===== src/rtl/sort_pkg.sv =====
// sort_pkg: shared defaults and FSM state encoding for the sort register file pipeline
package sort_pkg;

    localparam int DEF_DW    = 32;
    localparam int DEF_AW    = 3;
    localparam int DEF_DEPTH = 8;

    typedef logic [2:0] state_t;

    localparam state_t IDLE    = 3'd0;
    localparam state_t FETCH   = 3'd1;
    localparam state_t PRESENT = 3'd2;
    localparam state_t SETTLE  = 3'd3;
    localparam state_t DONE    = 3'd4;

endpackage


===== src/rtl/sort_pair_addr_gen.sv =====
// sort_pair_addr_gen: pair index and pass counters with last-pair / last-pass flags
module sort_pair_addr_gen #(
    parameter int AW    = 3,
    parameter int DEPTH = 8
) (
    input  logic          clk,
    input  logic          rst_n,
    input  logic          clear,
    input  logic          next_idx,
    input  logic          next_pass,
    output logic [AW-1:0] idx,
    output logic          last_pair,
    output logic          last_pass
);

    logic [AW-1:0] pass;

    // idx walks 0..DEPTH-2 within a pass; a new pass rewinds idx and bumps the pass count
    always_ff @(posedge clk or negedge rst_n) begin
        if (!rst_n) begin
            idx  <= '0;
            pass <= '0;
        end else if (clear) begin
            idx  <= '0;
            pass <= '0;
        end else if (next_pass) begin
            idx  <= '0;
            pass <= pass + {{(AW-1){1'b0}}, 1'b1};
        end else if (next_idx) begin
            idx <= idx + {{(AW-1){1'b0}}, 1'b1};
        end
    end

    assign last_pair = idx == AW'(DEPTH - 2);
    assign last_pass = pass == AW'(DEPTH - 2);

endmodule


===== src/rtl/sort_pair_reader.sv =====
// sort_pair_reader: bubble-sort read sequencer; optional swap counter under SORT_STATS_EN
module sort_pair_reader
    import sort_pkg::*;
#(
    parameter int DW    = DEF_DW,
    parameter int AW    = DEF_AW,
    parameter int DEPTH = DEF_DEPTH
) (
    input  logic          clk,
    input  logic          rst_n,
    input  logic          start,
    output logic [AW-1:0] rd_addr1,
    output logic [AW-1:0] rd_addr2,
    input  logic [DW-1:0] rd_data1,
    input  logic [DW-1:0] rd_data2,
    output logic [DW-1:0] A,
    output logic [DW-1:0] B,
    output logic          pair_valid,
    input  logic          pair_ready,
    input  logic          swap,
    output logic          busy,
    output logic          done
`ifdef SORT_STATS_EN
    ,
    output logic [7:0]    swap_cnt
`endif
);

    state_t        state, nxt;
    logic          swapped, accept, hs, next_idx, next_pass, last_pair, last_pass;
    logic [AW-1:0] idx;
    logic [AW:0]   idx_p1;

    assign accept     = state == IDLE && start;
    assign hs         = state == PRESENT && pair_ready;
    assign next_idx   = state == SETTLE && !last_pair;
    assign next_pass  = state == SETTLE && last_pair && swapped && !last_pass;
    assign idx_p1     = {1'b0, idx} + {{AW{1'b0}}, 1'b1};
    assign rd_addr1   = idx;
    assign rd_addr2   = idx_p1[AW-1:0];
    assign pair_valid = state == PRESENT;
    assign busy       = state != IDLE;
    assign done       = state == DONE;

    sort_pair_addr_gen #(.AW(AW), .DEPTH(DEPTH)) u_addr (
        .clk       (clk),
        .rst_n     (rst_n),
        .clear     (accept),
        .next_idx  (next_idx),
        .next_pass (next_pass),
        .idx       (idx),
        .last_pair (last_pair),
        .last_pass (last_pass)
    );

    // next state: SETTLE returns to FETCH unless the final pair of the final pass was handled
    always_comb begin
        nxt = state == IDLE    ? (start ? FETCH : IDLE) :
              state == FETCH   ? PRESENT :
              state == PRESENT ? (pair_ready ? SETTLE : PRESENT) :
              state == SETTLE  ? ((next_idx || next_pass) ? FETCH : DONE) :
                                 IDLE;
    end

    // state register, pass swap flag and the A/B pair captured from the read ports
    always_ff @(posedge clk or negedge rst_n) begin
        if (!rst_n) begin
            state   <= IDLE;
            swapped <= 1'b0;
            A       <= '0;
            B       <= '0;
        end else begin
            state   <= nxt;
            swapped <= (accept || next_pass) ? 1'b0 : (hs ? (swapped | swap) : swapped);
            if (state == FETCH) begin
                A <= rd_data1;
                B <= rd_data2;
            end
        end
    end

`ifdef SORT_STATS_EN
    // saturating count of swapped pairs, kept after DONE until the next start
    always_ff @(posedge clk or negedge rst_n) begin
        if (!rst_n)
            swap_cnt <= 8'h00;
        else if (accept)
            swap_cnt <= 8'h00;
        else if (hs && swap && swap_cnt != 8'hFF)
            swap_cnt <= swap_cnt + 8'h01;
    end
`endif

endmodule


===== config.mk =====
export PLATFORM = sky130hd
export DESIGN_NAME = sort_pair_reader
export DESIGN_NICKNAME = d
export VERILOG_FILES = /design/src/rtl/sort_pkg.sv /design/src/rtl/sort_pair_addr_gen.sv /design/src/rtl/sort_pair_reader.sv
export SDC_FILE = /design/constraint.sdc
export NUM_CORES = 1
export LEC_CHECK = 0
export CORE_MARGIN = 8
export CORE_UTILIZATION = 46
export CTS_BUF_LIST = sky130_fd_sc_hd__clkbuf_16
export DETAILED_ROUTE_END_ITERATION = 16
export PLACE_DENSITY = 0.86
export SLEW_MARGIN = 40
export SYNTH_ARGS = -nofsm -noshare
export SYNTH_HDL_FRONTEND = slang
export SYNTH_HIERARCHICAL = 1
export SYNTH_SLANG_ARGS = --single-unit

===== constraint.sdc =====
create_clock -name clk -period 4.4 [get_ports clk]
set_input_delay 0.88 -clock clk [delete_from_list [all_inputs] [get_ports clk]]
set_output_delay 0.88 -clock clk [all_outputs]
set_load 0.01 [all_outputs]

# After elaboration in Yosys (flattened, before gate mapping)
# Cells that the tools add are included.
# W data, S select, Z words.
[totals] mem_bits_rw=0 reg_bits=74 output_inout_bits=73 romBits=0 input_bits=69 memories=0 latch_bits=0
[op_classes] div_mod_pow=0 reduce_logical=15 bitwise=1 add_sub_neg=3 n_eq_ne=6 n_shift=0 mux=14 multipliers=0 magnitude_cmp=0
[op_table] cell="$mux W3" n=10
[op_table] cell="$add A3 B1 Y3 const B" n=3
[op_table] cell="$eq A3 B3 Y1 const B" n=3
[op_table] cell="$eq A3 B2 Y1 const B" n=2
[op_table] cell="$logic_and A1 B1 Y1" n=6
[op_table] cell="$reduce_bool A3 Y1" n=2
[op_table] cell="$mux W1" n=4
[op_table] cell="$reduce_bool A2 Y1" n=2
[op_table] cell="$eq A3 B1 Y1 const B" n=1
[op_table] cell="$logic_not A3 Y1" n=1
[op_table] cell="$logic_not A1 Y1" n=2
[op_table] cell="$logic_or A1 B1 Y1" n=2
[op_table] cell="$or A1 B1 Y1" n=1

# Depth between registers and ports, before layout
[depth] word_depth=10 mapped_depth=8 depth_no_buf=7

# Hierarchy
# Netlist, hierarchy kept.
[modules_own_cells] mod="sort_pair_reader" area_each_um2=2962.8 cells_each=163 seq_area_each_um2=1701.6 instances=1
[modules_own_cells] mod="sort_pair_addr_gen" area_each_um2=352.8 cells_each=31 seq_area_each_um2=150.1 instances=1

# Worst setup path before layout
# No wires, ideal clock.
[synth_path] path_kind="register -> output" startpoint="register u_addr.idx[0]" endpoint="output port rd_addr2[2]" arrival_ps=913 n_path_buf=0 path_slack_ps=2607 stages_incl_launch_ff=3 cell_sequence="dfrtp_1 -> ha_1 -> xor2_1"
[synth_via] elab_chain_cells=1
[synth_lines] item="start, declared" line="sort_pair_addr_gen.sv:11" source="output logic [AW-1:0] idx,"
[synth_lines] item="start signal, assigned" line="sort_pair_addr_gen.sv:30" source="idx <= idx + {{(AW-1){1'b0}}, 1'b1};"
[synth_lines] item="$add A3 B1 Y3" line="sort_pair_reader.sv:38" source="assign idx_p1 = {1'b0, idx} + {{AW{1'b0}}, 1'b1};"
[synth_lines] item="end, declared" line="sort_pair_reader.sv:13" source="output logic [AW-1:0] rd_addr2,"
# Every way passes these cells.

# Worst setup path in the final report
[layout_path] startpoint="register state[1]" endpoint="output port busy"
[layout_via] elab_chain_cells=1
[layout_lines] item="start, declared" line="sort_pair_reader.sv:29" source="state_t state, nxt;"
[layout_lines] item="start signal, assigned" line="sort_pair_reader.sv:73" source="state <= nxt;"
[layout_lines] item="$reduce_bool A3 Y1" line="sort_pair_reader.sv:42" source="assign busy = state != IDLE;"
[layout_lines] item="end, declared" line="sort_pair_reader.sv:21" source="output logic busy,"
# Every way passes these cells.

==> results.cfg <==
[clock_tree]
holdBufCountCts = 0
clock-sinks = 74
cts.clk_slew.worst_paths_ps = 60
cts_max_level = 3
clk_latency_ps = 320
post_cts_buffers = 0
cts_tree = done
cts_made_buffers = 9
cts_resized = 0
cts-root-buf = clkbuf_16
clk_path_buf_depth = 2

[logic_synthesis]
ys_ff_latch = 74
synth-seq-area-share_pct = 55.8
ys_top_cells_by_count = dfrtp_1 (74), mux2_4 (60), buf_12 (7)
synth_ff_type = dfrtp_1
syn_avg_cell_area_sq_um = 17.1
synth_top_area_share_pct = 55.8
yosysTopAreaCell = dfrtp_1
synth-edff-count = 0
yosysWarnings = 6
netlist_area_sq_um = 3320
synthArstFlopShare_pct = 100
synthDistinctLibCells = 27
synth_fp_nets = 268
syn-instance-count = 194
yosys-top-cells-area = dfrtp_1 (56%), mux2_4 (27%), buf_12 (4.2%), ha_1 (1.9%), mux2_2 (1.4%)
yosysMostFrequentCell = dfrtp_1

[global_routing]
grt_util_all_layers_pct = 15.8
grt_pass1_vias = 2274
overflow = 0
grt_max_degree = 75
grt_pass1_wl_um = 12400
antenna_found_initial = 0

[timing]
fin_crit_sh_pct = 59.6
hold_ws_ps = 503
finalCriticalPeriod_ps = 2620
clock.fmax_ghz = 0.381
hold_viol_final = 0
slew_violations = 0
rsz0062_at_grt = no
skew_ps = 3.28
setup_viol = 0
tightestPinTransition_ps = 765
tns_ps = 0
slew_headroom_pct = 48.8

[setup_path]
crit_end = busy
reg2reg_from = u_addr/idx[0]$_DFFE_PN0P_
startpoint_type = flop
cp.arrival_ps = 1740
worstPathRequired_ps = 3520
rrSetupSlack_ps = 2340
path_cells = or3_1 -> clkdlybuf4s50_1
r2r_end = u_addr/pass[2]$_DFFE_PN0P_
critPathTopFamily = buffers and inverters
endpoint_kind = primary output
crit_fanout = 8
critical_path_class = reg -> out
slowest_stage = clkdlybuf4s50_1
crit_path_start = state[1]$_DFF_PN0_
reg2regPathDepth = 7
critPathMaxStageDelay_ps = 510
crit_cells = 2
cp.buffers_inverters = 1

[floorplanning]
initial_utilization_pct = 46.7
die_w_um = 101
dieHeight_um = 101
io-pin-count = 142
coreArea_sq_um = 7100
rows = 31
die_area_sq_um = 10200

[power]
leakage_nw = 2.21
p_per_area_nw_per_um2 = 785
ir_worst_vdd_v = 0.000570
totalPowerFinal_mw = 3.95

[final_layout]
num-nets-final = 412
syn_to_final_growth_pct = 51.6
drive_gt1_share_pct = 25.4
antennaDiodeCount = 0
fin_util_pct = 70.8
fin_area_sq_um = 5030

[route]
wl_met1_um = 3100
ant_nets = 0
dr_wl_met2_um = 4110
wl_met3_um = 530
wirelength_um = 7830
drt-initial-drc-count = 38
avgViaCountPerCell = 4.65
drt-wirelength-per-cell_um = 17.8
routed.top_layer = met4
firstDrtPassIters = 4
drcViolationCount = 0
via_count = 2052

[placed_design]
dp_hpwl_um = 5790
portBuffers = 141
place_congestion = 0.732
dpl-instance-area_sq_um = 4690

[min_path]
hp-class = reg -> reg
min_path_cells = 1

[run_status]
outcome = finished clean

[flow_run]
drv_cap = 0
flip-flops by register name (all words and copies together), names as in the netlist:
| register | flops |
|---|---|
| u_addr/idx | 3 |
| A | 32 |
| swapped | 1 |
| B | 32 |
| u_addr/pass | 3 |
| state | 3 |
kinds of logic after synthesis:
group	count (synthesis)	synth area share, %
flops	74	55.8
compound gates	9	2.30
fa+ha+maj	5	1.89
buf+inv	15	5.81
xor+xnor	4	1.06
simple gates	23	4.57
mux	64	28.5
per-stage QoR:
step                      cells  setup slack [ps]
after floorplan             194              2610
after global placement      426              2140
after detailed placement    426              2110
after CTS                   441              1750
after global routing        441              1700
final                       441              1780
layout by cell type (no fill, tap or decap), types with 2 or more instances in the layout:
cell               n
ha_1               5
nand2b_1           4
nor2_1             4
dfrtp_1           74
mux2_4            60
inv_1              6
clkdlybuf4s50_1  140
a21oi_1            3
buf_4              2
a211oi_2           2
nor3_1             4
nand3b_1           2
mux2_2             4
xnor2_1            3
clkbuf_16          9
and2_1             2
bufinv_16          3
routing by layer:
layer	vias up	GRT usage, %
li1	963	-
met1	1004	17.9
met2	74	26.6
met3	11	6.01
met4	0	4.93
met5	-	0
power by group:
group	internal [mW]	total, mW	switching, mW	leakage [nW]
combinational	1.25	1.91	0.658	1.16
sequential	1.02	1.23	0.210	0.883
clock	0.548	0.806	0.258	0.167
cell type report:
type                       count  area [sq um]
fill                         483          2070
sequential                    74          1850
timing repair buffer         143          1430
multi-input combinational    105          1270
clock buffer                   9           225
tap                           99           124
clock inverter                 6           108
inverter                       5          18.8
worst min path at each step:
stage / startpoint / endpoint / slack (ps)
after floorplan: swapped$_DFFE_PN0P_ / swapped$_DFFE_PN0P_ / 510
after global placement: A[3]$_DFFE_PN0N_ / A[3]$_DFFE_PN0N_ / 490
after detailed placement: B[4]$_DFFE_PN0N_ / B[4]$_DFFE_PN0N_ / 490
after CTS: A[2]$_DFFE_PN0N_ / A[2]$_DFFE_PN0N_ / 510
after global routing: A[19]$_DFFE_PN0N_ / A[19]$_DFFE_PN0N_ / 510
final: A[1]$_DFFE_PN0N_ / A[1]$_DFFE_PN0N_ / 500
worst reg2reg max path, stage by stage, from the launching register on:
cell and delay (ps):
dfrtp_1 440, inv_1 90, ha_1 150, and2_1 180, nand4b_1 150, nor3b_2 660, a21bo_1 200, a21oi_1 60
(Power assumes the default switching activity.)
